### config.mk
export PLATFORM = sky130hd
export DESIGN_NAME = vic_sched
export DESIGN_NICKNAME = d
export VERILOG_FILES = /design/src/rtl/vic_sched.sv
export SDC_FILE = /design/constraint.sdc
export NUM_CORES = 1
export LEC_CHECK = 0
export BUFFER_PORTS_ARGS = -buffer_cell sky130_fd_sc_hd__buf_2
export CORE_AREA = 10 10 86 88
export CTS_CLUSTER_SIZE = 8
export DETAILED_ROUTE_END_ITERATION = 6
export DIE_AREA = 0 0 96 98
export PLACE_DENSITY = 0.78
export SLEW_MARGIN = 10
export SYNTH_ARGS = -nofsm -noshare
export SYNTH_HDL_FRONTEND = slang
export SYNTH_SLANG_ARGS = --single-unit
export TNS_END_PERCENT = 1
### constraint.sdc
create_clock -name i_clk -period 2.3 [get_ports i_clk]
set_input_delay 0.23 -clock i_clk [delete_from_list [all_inputs] [get_ports i_clk]]
set_output_delay 0.23 -clock i_clk [all_outputs]
set_load 0.01 [all_outputs]
### src/rtl/vic_sched.sv
// VICtor interrupt scheduler: latches pending lines, arbitrates (fixed or rotating)
// and drives the CPU request/ack/EOI handshake with level re-arm on EOI.
module vic_sched #(
    parameter int NIRQ      = 31,
    parameter int PRIO_MODE = 0,
    localparam int AW       = $clog2(NIRQ)
) (
    input  logic            i_clk,
    input  logic            i_rst,
    input  logic            i_en,
    input  logic [NIRQ-1:0] i_set,
    input  logic [NIRQ-1:0] i_lvl,
    input  logic [NIRQ-1:0] i_mask,
    input  logic            i_ack,
    input  logic            i_eoi,
    input  logic            i_err_clr,
    output logic            o_IRQ,
    output logic [AW-1:0]   o_irq_addr,
    output logic            o_busy,
    output logic [NIRQ-1:0] o_pending,
    output logic            o_err
);

    typedef enum logic [1:0] {S_IDLE, S_REQ, S_ACTIVE} state_t;

    state_t          r_state, w_nstate;
    logic [NIRQ-1:0] r_pend;
    logic [AW-1:0]   r_addr, r_ptr;
    logic            r_irq, r_busy, r_err;

    logic [NIRQ-1:0] w_elig, w_clr;
    logic [AW-1:0]   w_win, w_addr_nx, w_ptr_nx;
    logic            w_found, w_irq_nx, w_busy_nx, w_err_new;
    int              w_idx;

    assign w_elig = i_en ? (r_pend & i_mask) : '0;

    // Rotating search walks ptr+1 .. ptr with wrap; fixed takes the lowest index.
    always_comb begin
        w_win   = '0;
        w_found = 1'b0;
        w_idx   = 0;
        if (PRIO_MODE == 0) begin
            for (int i = NIRQ - 1; i >= 0; i--)
                if (w_elig[i]) w_win = AW'(i);
        end else begin
            for (int i = 0; i < NIRQ; i++) begin
                w_idx = int'(r_ptr) + 1 + i;
                if (w_idx >= NIRQ) w_idx = w_idx - NIRQ;
                if (!w_found && w_elig[w_idx]) begin
                    w_found = 1'b1;
                    w_win   = AW'(w_idx);
                end
            end
        end
    end

    always_ff @(posedge i_clk or negedge i_rst) begin
        if (!i_rst) r_state <= S_IDLE;
        else        r_state <= w_nstate;
    end

    always_comb begin
        w_nstate = r_state;
        case (r_state)
            S_IDLE:   if (|w_elig) w_nstate = S_REQ;
            S_REQ:    if (i_ack) w_nstate = S_ACTIVE;
                      else if (!i_en) w_nstate = S_IDLE;
            S_ACTIVE: if (i_eoi) w_nstate = S_IDLE;
            default:  w_nstate = S_IDLE;
        endcase
    end

    always_comb begin
        w_irq_nx  = (w_nstate == S_REQ);
        w_busy_nx = (w_nstate == S_ACTIVE);
        w_addr_nx = r_addr;
        w_ptr_nx  = r_ptr;
        w_clr     = '0;
        if (r_state == S_IDLE && |w_elig) w_addr_nx = w_win;
        if (r_state == S_ACTIVE && i_eoi) begin
            w_ptr_nx = r_addr;
            if (!i_lvl[r_addr]) w_clr[r_addr] = 1'b1;
        end
        w_err_new = (i_ack && r_state != S_REQ) || (i_eoi && r_state != S_ACTIVE) || (i_ack && i_eoi);
    end

    always_ff @(posedge i_clk or negedge i_rst) begin
        if (!i_rst) begin
            r_pend <= '0;
            r_addr <= '0;
            r_ptr  <= AW'(NIRQ - 1);
            r_irq  <= 1'b0;
            r_busy <= 1'b0;
            r_err  <= 1'b0;
        end else begin
            r_pend <= (r_pend & ~w_clr) | i_set;
            r_addr <= w_addr_nx;
            r_ptr  <= w_ptr_nx;
            r_irq  <= w_irq_nx;
            r_busy <= w_busy_nx;
            if (w_err_new)      r_err <= 1'b1;
            else if (i_err_clr) r_err <= 1'b0;
        end
    end

    assign o_IRQ      = r_irq;
    assign o_irq_addr = r_addr;
    assign o_busy     = r_busy;
    assign o_pending  = r_pend;
    assign o_err      = r_err;

endmodule
==> results.txt <==
The flow ran to the end, and the final reports show no timing, DRC or antenna violations. The number of antenna diodes in the final layout is 0. In this run the worst hold path is classified as in -> async.

The count of nets left with antenna violations once routing finished came out at 0. In the routed design, unresolved DRC markers number 0. The last weighted congestion value of the routability-driven placer was 0.8544; the power density over the cells was 720.0 nW/µm².

The via count of the first global-routing pass is 2727, and the overall via count from detail_route is 2616. The number of antenna violations at the first check in global routing was 0. Setup repair after global routing left no endpoint under its margin.

The clock period could shrink to 2.143 ns. STA puts the critical path data arrival time at 2.33 ns. The highest cell delay on the worst timing path is 0.68 ns. Setup violations remaining at the end of the flow were counted as 0.

The count of input and output buffers was 137; the ratio of final minimum period to clock period was 0.9317. After detailed routing, the number of vias per cell comes to 5.519. Setup slack closes at 0.1571 ns. The clock drives 41 sinks. The tools report the number of fill cells as 543. The worst hold slack after final layout was 0.06965 ns; the count of warnings emitted by yosys was 0.

The count of flip-flops with a built-in enable after synthesis was 0; the maximum fanout encountered on the critical timing path was 11. The number of hold violations in the final report came out at 0. The number of nets handed over by synthesis was 350. The total standard cell area after synthesis came out at 2437 µm².

Summed over all cells, the static leakage comes to 1.444 nW. The sum of buffers and inverters on the critical path came out at 0. The first detailed-routing pass ran for 4 iterations. Final standard cell utilization of the core: 0.5851. The fraction of the yosys area taken by sequential cells was 0.4209. The post-synthesis cell type with the largest combined area is sky130_fd_sc_hd__dfrtp_1. Yosys attributes the largest share of cell area to sky130_fd_sc_hd__dfrtp_1 (42%), sky130_fd_sc_hd__a21o_1 (10%), sky130_fd_sc_hd__nand2_1 (8.0%). The proportion of register bits with asynchronous set or reset after synthesis was 1.000; the clock-pin slew on the worst setup and hold paths was 0.09 ns. The startpoint type of the worst setup path is a flip-flop. Pin slew with the least headroom to its limit: 0.9195 ns. The prevailing post-synth register cell is sky130_fd_sc_hd__dfrtp_1. The power spent charging and discharging nets is 851.1 µW.

Sequential power share: 0.410. TritonCTS built the clock tree. Entering global routing, the biggest net connects 42 pins.

Detailed placement ended at an HPWL of 7.088 mm. The die is 96 µm wide. For this design the top-level I/O count stands at 138.

The internal power contribution is 1.569 mW, and the fraction of layout instances using a drive strength above 1 is 0.4311. The run gives 0 as the total congestion overflow. In the synthesized netlist, the cells that appear most often are sky130_fd_sc_hd__nand2_1 (52), sky130_fd_sc_hd__dfrtp_1 (41), sky130_fd_sc_hd__a21o_1 (33). The tools report the endpoint class of the critical path as a flip-flop. Walking the worst path, the cells encountered are mux4_2 > nor4b_2 > nand2_1 > a21o_1.

Summed over all failing endpoints, the final setup total negative slack is 0 ns. The critical path is of the reg -> reg type. The total power is 2.421 mW. The net count of the finished layout is 498. The setup clock skew after layout was 0.01497 ns; the number of distinct library cell variants in the gate-level netlist after synthesis was 48.

The run gives 1336 µm² as the area of combinational cells with multiple inputs. In this run, CTS created clock tree buffers numbering 5. Timing analysis after detailed placement gives a worst setup slack of 0.1679 ns.

Number of cell rows: 28. The logs give 0.16 ns for the reg2reg setup slack and 0.1832 for the total track usage. For this run, the top clock speed supported by timing is 0.4667 GHz. Max-cap violations in this run came to 0.

The cell sitting at the root of the clock tree is a sky130_fd_sc_hd__clkbuf_8. Hold repair after CTS inserted 0 buffers. The combinational share of power came out at 0.357. The worst-case headroom to the max-slew limit was 0.3870.

The average cell area after synthesis was 9.711 µm²; the total detailed-routing wirelength was 8.735 mm. Relative to the synthesized area, the layout overhead comes to 37.94%. After detailed routing, the average wire length per cell comes to 18.43 µm. The run gives 5746 µm² as the core outline area. The count of final max-slew check failures was 0.

After the first detailed-routing iteration, the DRC count stood at 112. The cell family contributing the most delay on the critical path is flip-flops. The later pin in the worst-skew pair is clocked with a latency of 0.30 ns. The area of the die is 9408 µm². Number of synthesized register bits: 41. The switching portion of total power came out at 0.3516. The first global-routing pass estimated 13.77 mm of wire. The cell with the largest stage delay on the worst path is sky130_fd_sc_hd__dfrtp_1. Clock network fraction of design power: 0.233. The most common cell in the synthesized netlist is sky130_fd_sc_hd__nand2_1. The area share of the largest cell type after synthesis was 0.4209.

The tools report the initial core utilization as 0.4242. For the highest ir drop seen on vdd, the log shows 0.0003487 V. The die outline height works out to 98 µm. The total area of sequential cells was 1026 µm²; the buffer levels on the longest clock path was 2. The tools report the synthesized netlist cell count as 251. In this run, post-CTS repair resized a total of 0 instances.

The post-CTS setup buffer count is 0, and the H-tree depth is 2. At the worst endpoint, the required time is 2.49 ns.
==> sequential cells by signal (all words and copies together) (netlist names) <==
name        flops
r_state         2
o_IRQ           1
o_pending      31
o_irq_addr      5
o_busy          1
o_err           1
==> area by class of cell <==
type / instances / share of cell area
Multi-Input combinational cell: 195 / 0.3975
Timing Repair Buffer: 149 / 0.2307
Tap cell: 75 / 0.02791
Inverter: 7 / 0.007815
Clock buffer: 5 / 0.02047
Sequential cell: 41 / 0.3052
Clock inverter: 2 / 0.01042
==> kinds of logic (layout without fill, tap and decap cells) <==
family / Yosys count / after routing / synth area share
buffers and inverters: 15 / 163 / 0.03080
AOI/OAI and AO/OA: 94 / 94 / 0.2849
DFF: 41 / 41 / 0.4209
muxes: 9 / 9 / 0.07341
and+or+nand+nor: 92 / 92 / 0.1899
==> per-layer routing <==
layer | GRT usage | up-vias | part of all wire
met4 | 0.05789 | 0 | 0.015
met1 | 0.2225 | 1249 | 0.39
met3 | 0.05590 | 14 | 0.094
li1 | - | 1245 | -
met2 | 0.2993 | 108 | 0.50
met5 | 0 | - | 0
==> power by group through the flow <==
stage | clock network, mW | logic, mW | registers (mW)
6_report | 0.564 | 0.865 | 0.992
5_1_grt | 0.602 | 0.958 | 1.02
4_1_cts | 0.576 | 0.873 | 0.993
3_5_place_dp | 0 | 0.869 | 1.01
3_3_place_gp | 0 | 0.856 | 0.995
2_1_floorplan | 0 | 0.596 | 0.928
==> cell usage in the layout (no fill, tap or decap), types with 3 or more instances in the layout <==
cell	count
sky130_fd_sc_hd__o31ai_1	4
sky130_fd_sc_hd__a22oi_1	10
sky130_fd_sc_hd__inv_1	4
sky130_fd_sc_hd__a22o_1	3
sky130_fd_sc_hd__a21oi_1	9
sky130_fd_sc_hd__nor2_1	6
sky130_fd_sc_hd__a31oi_1	4
sky130_fd_sc_hd__nand2_1	52
sky130_fd_sc_hd__o21ai_0	5
sky130_fd_sc_hd__mux4_2	7
sky130_fd_sc_hd__nor3_1	6
sky130_fd_sc_hd__buf_2	137
sky130_fd_sc_hd__buf_4	12
sky130_fd_sc_hd__a222oi_1	3
sky130_fd_sc_hd__dfrtp_1	41
sky130_fd_sc_hd__and2_1	5
sky130_fd_sc_hd__nand2b_1	6
sky130_fd_sc_hd__nand3_1	4
sky130_fd_sc_hd__o211ai_1	3
sky130_fd_sc_hd__a41o_1	3
sky130_fd_sc_hd__o22ai_1	3
sky130_fd_sc_hd__a21o_1	33
sky130_fd_sc_hd__clkbuf_8	5
==> through the flow <==
step | instance area (µm²) | cells
6_report | 3362 | 474
5_1_grt | 3362 | 474
4_1_cts | 3362 | 474
3_5_place_dp | 3258 | 467
3_3_place_gp | 3258 | 467
2_1_floorplan | 2437 | 251
==> path summary, 6_finish.rpt <==
path	from	endpoint	cells after the start
worst max-delay path	o_irq_addr[0]	o_pending[21]	4
worst min-delay path	i_rst	o_pending[16]	1
worst max register to register	o_irq_addr[0]	o_pending[21]	4
worst min register to register	o_pending[23]	o_pending[23]	1
max in group asynchronous	i_rst	o_pending[4]	1
min in group i_clk	i_set[0]	o_pending[0]	2
(Power assumes the default switching activity.)
